## src/rtl/uart_rx.sv

```systemverilog
// uart_rx: UART receiver for frames of start, 8 data bits LSB-first,
// even parity and stop. All sampling is at mid-bit.
//
// Ports
//   clk            system clock, rising edge
//   nRst           asynchronous active-low reset
//   rx_serial      asynchronous serial line, idles high
//   rx_byte        last received data byte (updated once per frame)
//   rx_ready       one-cycle strobe when a frame completes
//   parity_error   parity status of the last frame
//   framing_error  stop bit of the last frame was sampled 0
//   rx_busy        high whenever the receiver is not idle
module uart_rx #(
  parameter int Clkperbaud = 1250
) (
  input  logic       clk,
  input  logic       nRst,
  input  logic       rx_serial,
  output logic [7:0] rx_byte,
  output logic       rx_ready,
  output logic       parity_error,
  output logic       framing_error,
  output logic       rx_busy
);

  localparam int DATA_W = 8;
  localparam int CNT_W  = (Clkperbaud > 2) ? $clog2(Clkperbaud) : 1;
  localparam logic [CNT_W-1:0] CNT_LAST = CNT_W'(Clkperbaud - 1);
  localparam logic [CNT_W-1:0] CNT_MID  = CNT_W'(Clkperbaud / 2 - 1);

  typedef enum logic [2:0] {
    IDLE   = 3'd0,
    START  = 3'd1,
    DATA   = 3'd2,
    PARITY = 3'd3,
    STOP   = 3'd4,
    DONE   = 3'd5
  } state_t;

  state_t            state, state_next;
  logic              rx_meta, rx_sync, rx_prev;
  logic [CNT_W-1:0]  cnt;
  logic [2:0]        idx;
  logic [DATA_W-1:0] shreg;
  logic              par_bit;
  logic              stop_bit;
  logic              bit_tick;
  logic              mid_tick;

  // Even parity: the frame is bad when the data XOR differs from the parity bit.
  function automatic logic parity_bad(input logic [DATA_W-1:0] d, input logic p);
    return (^d) != p;
  endfunction

  // Synchronizer stage: two flops, plus a third for falling-edge detection.
  always_ff @(posedge clk or negedge nRst) begin
    if (!nRst) begin
      rx_meta <= 1'b1;
      rx_sync <= 1'b1;
      rx_prev <= 1'b1;
    end else begin
      rx_meta <= rx_serial;
      rx_sync <= rx_meta;
      rx_prev <= rx_sync;
    end
  end

  assign bit_tick = (cnt == CNT_LAST);
  assign mid_tick = (cnt == CNT_MID);

  // Frame control stage: state register, baud counter and bit index.
  always_ff @(posedge clk or negedge nRst) begin
    if (!nRst) begin
      state <= IDLE;
      cnt   <= '0;
      idx   <= '0;
    end else begin
      state <= state_next;
      // The counter restarts on every state entry; START exits at mid-bit,
      // so every later full-bit tick also lands at mid-bit.
      if ((state_next != state) || (state == IDLE) || bit_tick) begin
        cnt <= '0;
      end else begin
        cnt <= cnt + CNT_W'(1);
      end
      if (state != DATA) begin
        idx <= '0;
      end else if (bit_tick) begin
        idx <= idx + 3'd1;
      end
    end
  end

  always_comb begin
    state_next = state;
    case (state)
      IDLE: begin
        // A high-to-low transition is required; a line held low never starts a frame.
        if (rx_prev && !rx_sync) state_next = START;
      end
      START: begin
        if (mid_tick) state_next = rx_sync ? IDLE : DATA;
      end
      DATA: begin
        if (bit_tick && (idx == 3'd7)) state_next = PARITY;
      end
      PARITY: begin
        if (bit_tick) state_next = STOP;
      end
      STOP: begin
        if (bit_tick) state_next = DONE;
      end
      DONE: begin
        state_next = IDLE;
      end
      default: begin
        state_next = IDLE;
      end
    endcase
  end

  // Capture stage: data, parity and stop samples.
  always_ff @(posedge clk or negedge nRst) begin
    if (!nRst) begin
      shreg    <= '0;
      par_bit  <= 1'b0;
      stop_bit <= 1'b1;
    end else begin
      if ((state == DATA) && bit_tick)   shreg[idx] <= rx_sync;
      if ((state == PARITY) && bit_tick) par_bit    <= rx_sync;
      if ((state == STOP) && bit_tick)   stop_bit   <= rx_sync;
    end
  end

  // Output stage: results load only in DONE and hold until the next DONE.
  always_ff @(posedge clk or negedge nRst) begin
    if (!nRst) begin
      rx_byte       <= '0;
      rx_ready      <= 1'b0;
      parity_error  <= 1'b0;
      framing_error <= 1'b0;
    end else begin
      rx_ready <= (state == DONE);
      if (state == DONE) begin
        rx_byte       <= shreg;
        parity_error  <= parity_bad(shreg, par_bit);
        framing_error <= ~stop_bit;
      end
    end
  end

  assign rx_busy = (state != IDLE);

endmodule
```

## config.mk

```make
export PLATFORM = sky130hd
export DESIGN_NAME = uart_rx
export DESIGN_NICKNAME = d
export VERILOG_FILES = /design/src/rtl/uart_rx.sv
export SDC_FILE = /design/constraint.sdc
export NUM_CORES = 1
export LEC_CHECK = 0
export CAP_MARGIN = 20
export CELL_PAD_IN_SITES_DETAIL_PLACEMENT = 1
export CELL_PAD_IN_SITES_GLOBAL_PLACEMENT = 1
export CORE_ASPECT_RATIO = 0.8
export CORE_UTILIZATION = 46
export DETAILED_ROUTE_END_ITERATION = 10
export GPL_ROUTABILITY_DRIVEN = 0
export GPL_TIMING_DRIVEN = 0
export PLACE_DENSITY_LB_ADDON = 0.1
export SETUP_SLACK_MARGIN = 0.4
export SLEW_MARGIN = 20
export SYNTH_ARGS = -nofsm -noshare
export SYNTH_HDL_FRONTEND = slang
export SYNTH_SLANG_ARGS = --single-unit
```

## constraint.sdc

```tcl
create_clock -name clk -period 2.4 [get_ports clk]
set_input_delay 0.48 -clock clk [delete_from_list [all_inputs] [get_ports clk]]
set_output_delay 0.48 -clock clk [all_outputs]
set_load 0.02 [all_outputs]
```

# == Word level (Yosys, flattened, before mapping) ==
# Cells that the tools add are included.
# word_totals
regBits,41
inputBits,3
out_inout_bits,12
wordCells,55
# classes
add_sub_neg,2
magnitude_cmp,2
eq_ne,11
n_mux,13
bitwise,1
n_reduce_logical,13
# op_table
cell,n
two-way mux 3 bit,7
one-hot mux 3 bit (5 select lines),1
"adder 11 x 1 -> 11 bit, second input constant",1
"== test 11 x 10 -> 1 bit, second input constant",1
"== test 11 bit, second input constant",1
two-way mux 11 bit,1
"== test 3 bit, second input constant",3
bitwise mux 8 bit,1
XOR reduction 8 bit,1
"== test 3 x 2 -> 1 bit, second input constant",2
logical AND 1 bit,6
"less-than comparator 3 x 4 -> 1 bit, second input constant",1
"adder 3 x 1 -> 3 bit, second input constant",1
demux 1 bit (select 3 bit),1
"== test 3 x 1 -> 1 bit, second input constant",1
"greater-or-equal comparator 3 x 1 -> 1 bit, second input constant",1
logical NOT 3 bit,1
"!= test 3 x 2 -> 1 bit, second input constant",1
!= test 3 bit,1
nonzero test 3 bit,1
logical OR 1 bit,2
two-way mux 2 bit,1
nonzero test 2 bit,1
logical NOT 1 bit,1
other kinds (3),3

# == Logic depth before layout (Yosys ltp) ==
# logic_depth
word_depth,8
depth_mapped,7
mapped_depth_nobuf,6

# == Worst setup path after synthesis ==
# Ideal clock, no wire load.
# synth_path
path_type,register to register
startpoint,register cnt[3]
endpoint,register shreg[2]
setup_ns,0.128
arrival_time_ns,1.837
t_required_ns,2.272
slack_ns,0.436
path_stages_with_launch,6
path_buffers,1
synth_period_minus_slack_ns,1.964
cell_sequence,dfrtp_1 or3_1 buf_6 nor4_4 and4bb_1 mux2_1
# synth_between
elab_chain_cells,2
# synth_lines
item,line_no,source
from (decl),42,logic [CNT_W-1:0] cnt;
from (signal assigned),84,cnt <= cnt + CNT_W'(1);
== test 11 bit,68,assign bit_tick = (cnt == CNT_LAST);
logical AND 1 bit,129,if ((state == DATA) && bit_tick) shreg[idx] <= rx_sync;
"to (signal, indexed assignment)",129,
to (decl),44,logic [DATA_W-1:0] shreg;
# No other way between the ends.
# A chain may end at the register's enable or synchronous reset.

# == Worst setup path in the final report ==
# layout_path
startpoint,register state[0]
endpoint,register shreg[4]
# layout_between
elab_chain_cells,2
# layout_lines
item,line_no,source
from (decl),40,"state_t state, state_next;"
from (signal assigned),78,state <= state_next;
== test 3 x 2 -> 1 bit,129,
logical AND 1 bit,129,
# No other way between the ends.

==> out/summary.md <==
## Logic synthesis
- 1.00 — asr flop ratio synth
- 0.00200 mm2 — Cell Area, Synth
- 0 — number of enable flip-flop cells after synthesis
- 11.7 um2 — mean area per synthesized cell
- 178 — Synthesized Nets
- 0 — count of synthesis-stage warnings from yosys
- sky130_fd_sc_hd__dfrtp_1 — most used flip-flop cell after synthesis
- 42 — distinct cell type count after synthesis
- 0.517 — sequential element share of the synthesized area
- 170 — post-synthesis cell count
- 41 — number of register bits inferred by synthesis

## STA
- 0 — max-slew violation total from the final report
- yes — unrepaired setup endpoints after global routing
- 0 — endpoints failing setup
- 0.687 — Slew HR
- 0.506 GHz — maximum clock frequency
- 0.0578 ns — Worst Hold Margin
- 1.98 ns — Final min period
- 0.00338 ns — final worst clock skew
- 0.424 ns — post-layout worst setup margin
- 0.469 ns — Worst-Margin Slew
- 0.824 — post-route clock period utilization
- 0 — final hold viol count

## Layout
- 211 — number of nets in the layout
- 22.6% — area overhead of the layout relative to synthesis
- 0 — # diodes
- 0.230 — layout cell share with drive strength beyond 1
- 435 — Fill cells
- 0.00245 mm2 — Post-Layout Inst Area
- sky130_fd_sc_hd__dfrtp_1 (35), sky130_fd_sc_hd__nor2_1 (20), sky130_fd_sc_hd__xnor2_1 (13) — most used cells in the layout excluding fill and tap cells
- sky130_fd_sc_hd__dfrtp_1 — most frequent standard cell in the layout excluding fill and tap cells

## Clock network
- sky130_fd_sc_hd__clkbuf_8 — clock root buffer master
- 0 — hold bufs inserted after CTS
- 0.28 ns — latest clock arrival within the worst-skew pair
- 2 — Max Buffers Root-to-Sink
- 41 — number of clock sinks
- done — CTS tree
- 2 — H-tree depth
- 5 — number of clock buffers inserted by TritonCTS
- 0.07 ns — post-CTS clock slew at the launch and capture registers of the worst setup and hold paths

## Min path
- in -> async — type of the tightest min-delay check

## Setup path
- sky130_fd_sc_hd__buf_6 — dominant cell type by count on the critical path
- buf_6, or3b_4, nor4_4, buf_6, and4bb_1, mux2_1 — CP Cell Sequence
- 0.42 ns — slowest cell delay on critical path
- flop — kind of start point of the critical path
- simple AND/OR/NAND/NOR gates — delay-heaviest family, CP
- 8 — critical-path maximum fanout
- reg -> reg — kind of critical path
- flop — category of the worst setup path capture point
- sky130_fd_sc_hd__or3b_4 — CP max stage cell
- 2 — Buf+Inv Stages, Crit Path
- 2.14 ns — Data arrival, critical path
- 2.57 ns — critical path data required time

## Placed design
- 2.90 mm — half-perimeter wire length of the detailed placement result
- 14 — buffers added on ports
- 0.00222 mm2 — Cell Area, Placed
- 0.260 ns — Post-Place Worst Slack

## Route
- 4.19 mm — wire length after detailed routing
- 58 — First DRT Iteration DRCs
- 131 um — metal3 WL
- 2.13 mm — wire length on met2
- 5.26 — number of vias per cell after detailed routing
- met4 — highest routing layer actually used
- 1.91 mm — met1 wire length
- 0 — final antenna-violating net count
- 4 — TritonRoute pass-1 iters
- 0 — post-detailed-route DRC marker count
- 1374 — vias after detailed routing
- 16.1 um — average wire per standard cell

## Job
- 0 — total of max-cap violations

## Pwr
- 705 mW/mm2 — Power per Cell Area
- 1.14 nW — reported leakage power
- 0.444 mV — worst supply voltage drop on vdd
- 1.73 mW — Power, Total

## Floorplan
- 0.478 — starting utilization of the core area
- 15 — # IOs
- 21 — # rows
- 75.6 um — Die X-Extent
- 0.00461 mm2 — Total Die Area
- 60.9 um — vertical die dimension
- 0.00418 mm2 — CORE AREA

## Global routing
- 0 — leftover overflow at the end of global routing
- 32 — largest net degree at the start of global routing
- 0.208 — GRT Util Overall
- 6.83 mm — global-route wire length before repair
- 1398 — vias in the first global route
- 0 — antenna violations before repair

## Run status
- finished, final reports clean — status

-- sequential cells by signal, summed over array words and instances (netlist names) --
signal	flops
parity_error	1
stop_bit	1
state	3
framing_error	1
rx_sync	1
rx_prev	1
par_bit	1
rx_ready	1
cnt	11
rx_byte	8
rx_meta	1
shreg	8
idx	3
-- layout make-up --
cell class	instances	area, um2	share of cell area
inverters	9	33.8	0.0138
multi-input cells	113	910	0.372
clock buffers	7	86.3	0.0353
plain buffers	7	46.3	0.0189
repair buffers	26	236	0.0966
well taps	57	71.3	0.0291
clock inverters	1	30.0	0.0123
flip-flops and latches	41	1030	0.422
-- Yosys cell counts (2+ instances only) --
cell                        n  area [um2]
sky130_fd_sc_hd__dfrtp_1   37         926
sky130_fd_sc_hd__nor2_1    20        75.1
sky130_fd_sc_hd__xnor2_1   13         114
sky130_fd_sc_hd__mux2_1    10         113
sky130_fd_sc_hd__inv_1      9        33.8
sky130_fd_sc_hd__nand2_1    9        33.8
sky130_fd_sc_hd__mux2_2     8        90.1
sky130_fd_sc_hd__nand3_1    6        30.0
sky130_fd_sc_hd__ha_1       5        62.6
sky130_fd_sc_hd__dfstp_2    4         105
sky130_fd_sc_hd__nand4b_1   4        35.0
sky130_fd_sc_hd__clkbuf_1   3        11.3
sky130_fd_sc_hd__o21ai_0    3        15.0
sky130_fd_sc_hd__or3_1      3        18.8
sky130_fd_sc_hd__xor2_1     3        26.3
sky130_fd_sc_hd__and4bb_1   2        25.0
sky130_fd_sc_hd__buf_6      2        22.5
sky130_fd_sc_hd__mux2i_1    2        20.0
sky130_fd_sc_hd__nand4_1    2        12.5
sky130_fd_sc_hd__nor3_1     2        10.0
sky130_fd_sc_hd__nor4_1     2        12.5
-- through the flow --
stage,TNS [ns],std cells,util
after global placement,-4.37,241,0.528
final,0,261,0.586
after detailed placement,0,242,0.532
after floorplan,0,170,-
after CTS,0,255,0.569
after global routing,0,261,0.586
-- path summary, 6_finish.rpt --
check	endpoint	cells past startpoint	slack, ns	start
min in group clk	rx_sync$_DFF_PN1_	0	0.37	rx_meta$_DFF_PN1_
max in group asynchronous	rx_meta$_DFF_PN1_	2	1.83	nRst
hold / removal	rx_ready$_DFF_PN0_	1	0.06	nRst
setup / recovery	shreg[4]$_DFFE_PN0P_	6	0.42	state[0]$_DFF_PN0_
hold reg to reg	rx_sync$_DFF_PN1_	0	0.37	rx_meta$_DFF_PN1_
setup reg to reg	shreg[4]$_DFFE_PN0P_	6	0.42	state[0]$_DFF_PN0_
-- what timing repair did --
action	4_1_cts	5_1_grt
resized for setup	3	9
cloned	0	0
buffers inserted	5	6
pin swaps	2	2
setup endpoints to repair	14	19
-- report_power, final --
part           internal (mW)  total, mW  leakage [nW]  switching [mW]
Sequential             0.756      0.820         0.538          0.0638
Combinational          0.154      0.347         0.545           0.193
Clock                  0.339      0.558        0.0585           0.219
-- cells by family after synthesis --
group,count (synthesis),share of synthesized area
compound gates,11,0.0408
xor+xnor,17,0.0815
fa+ha+maj,5,0.0313
buf+inv,16,0.0382
flops,41,0.517
mux,20,0.112
simple gates,60,0.180
-- routing by layer --
metal  GRT usage  vias up
met1       0.282      696
met4      0.0556        0
li1            -      654
met5           0        -
met3      0.0515        2
met2       0.335       22
Power figures use the tool's default switching activity.
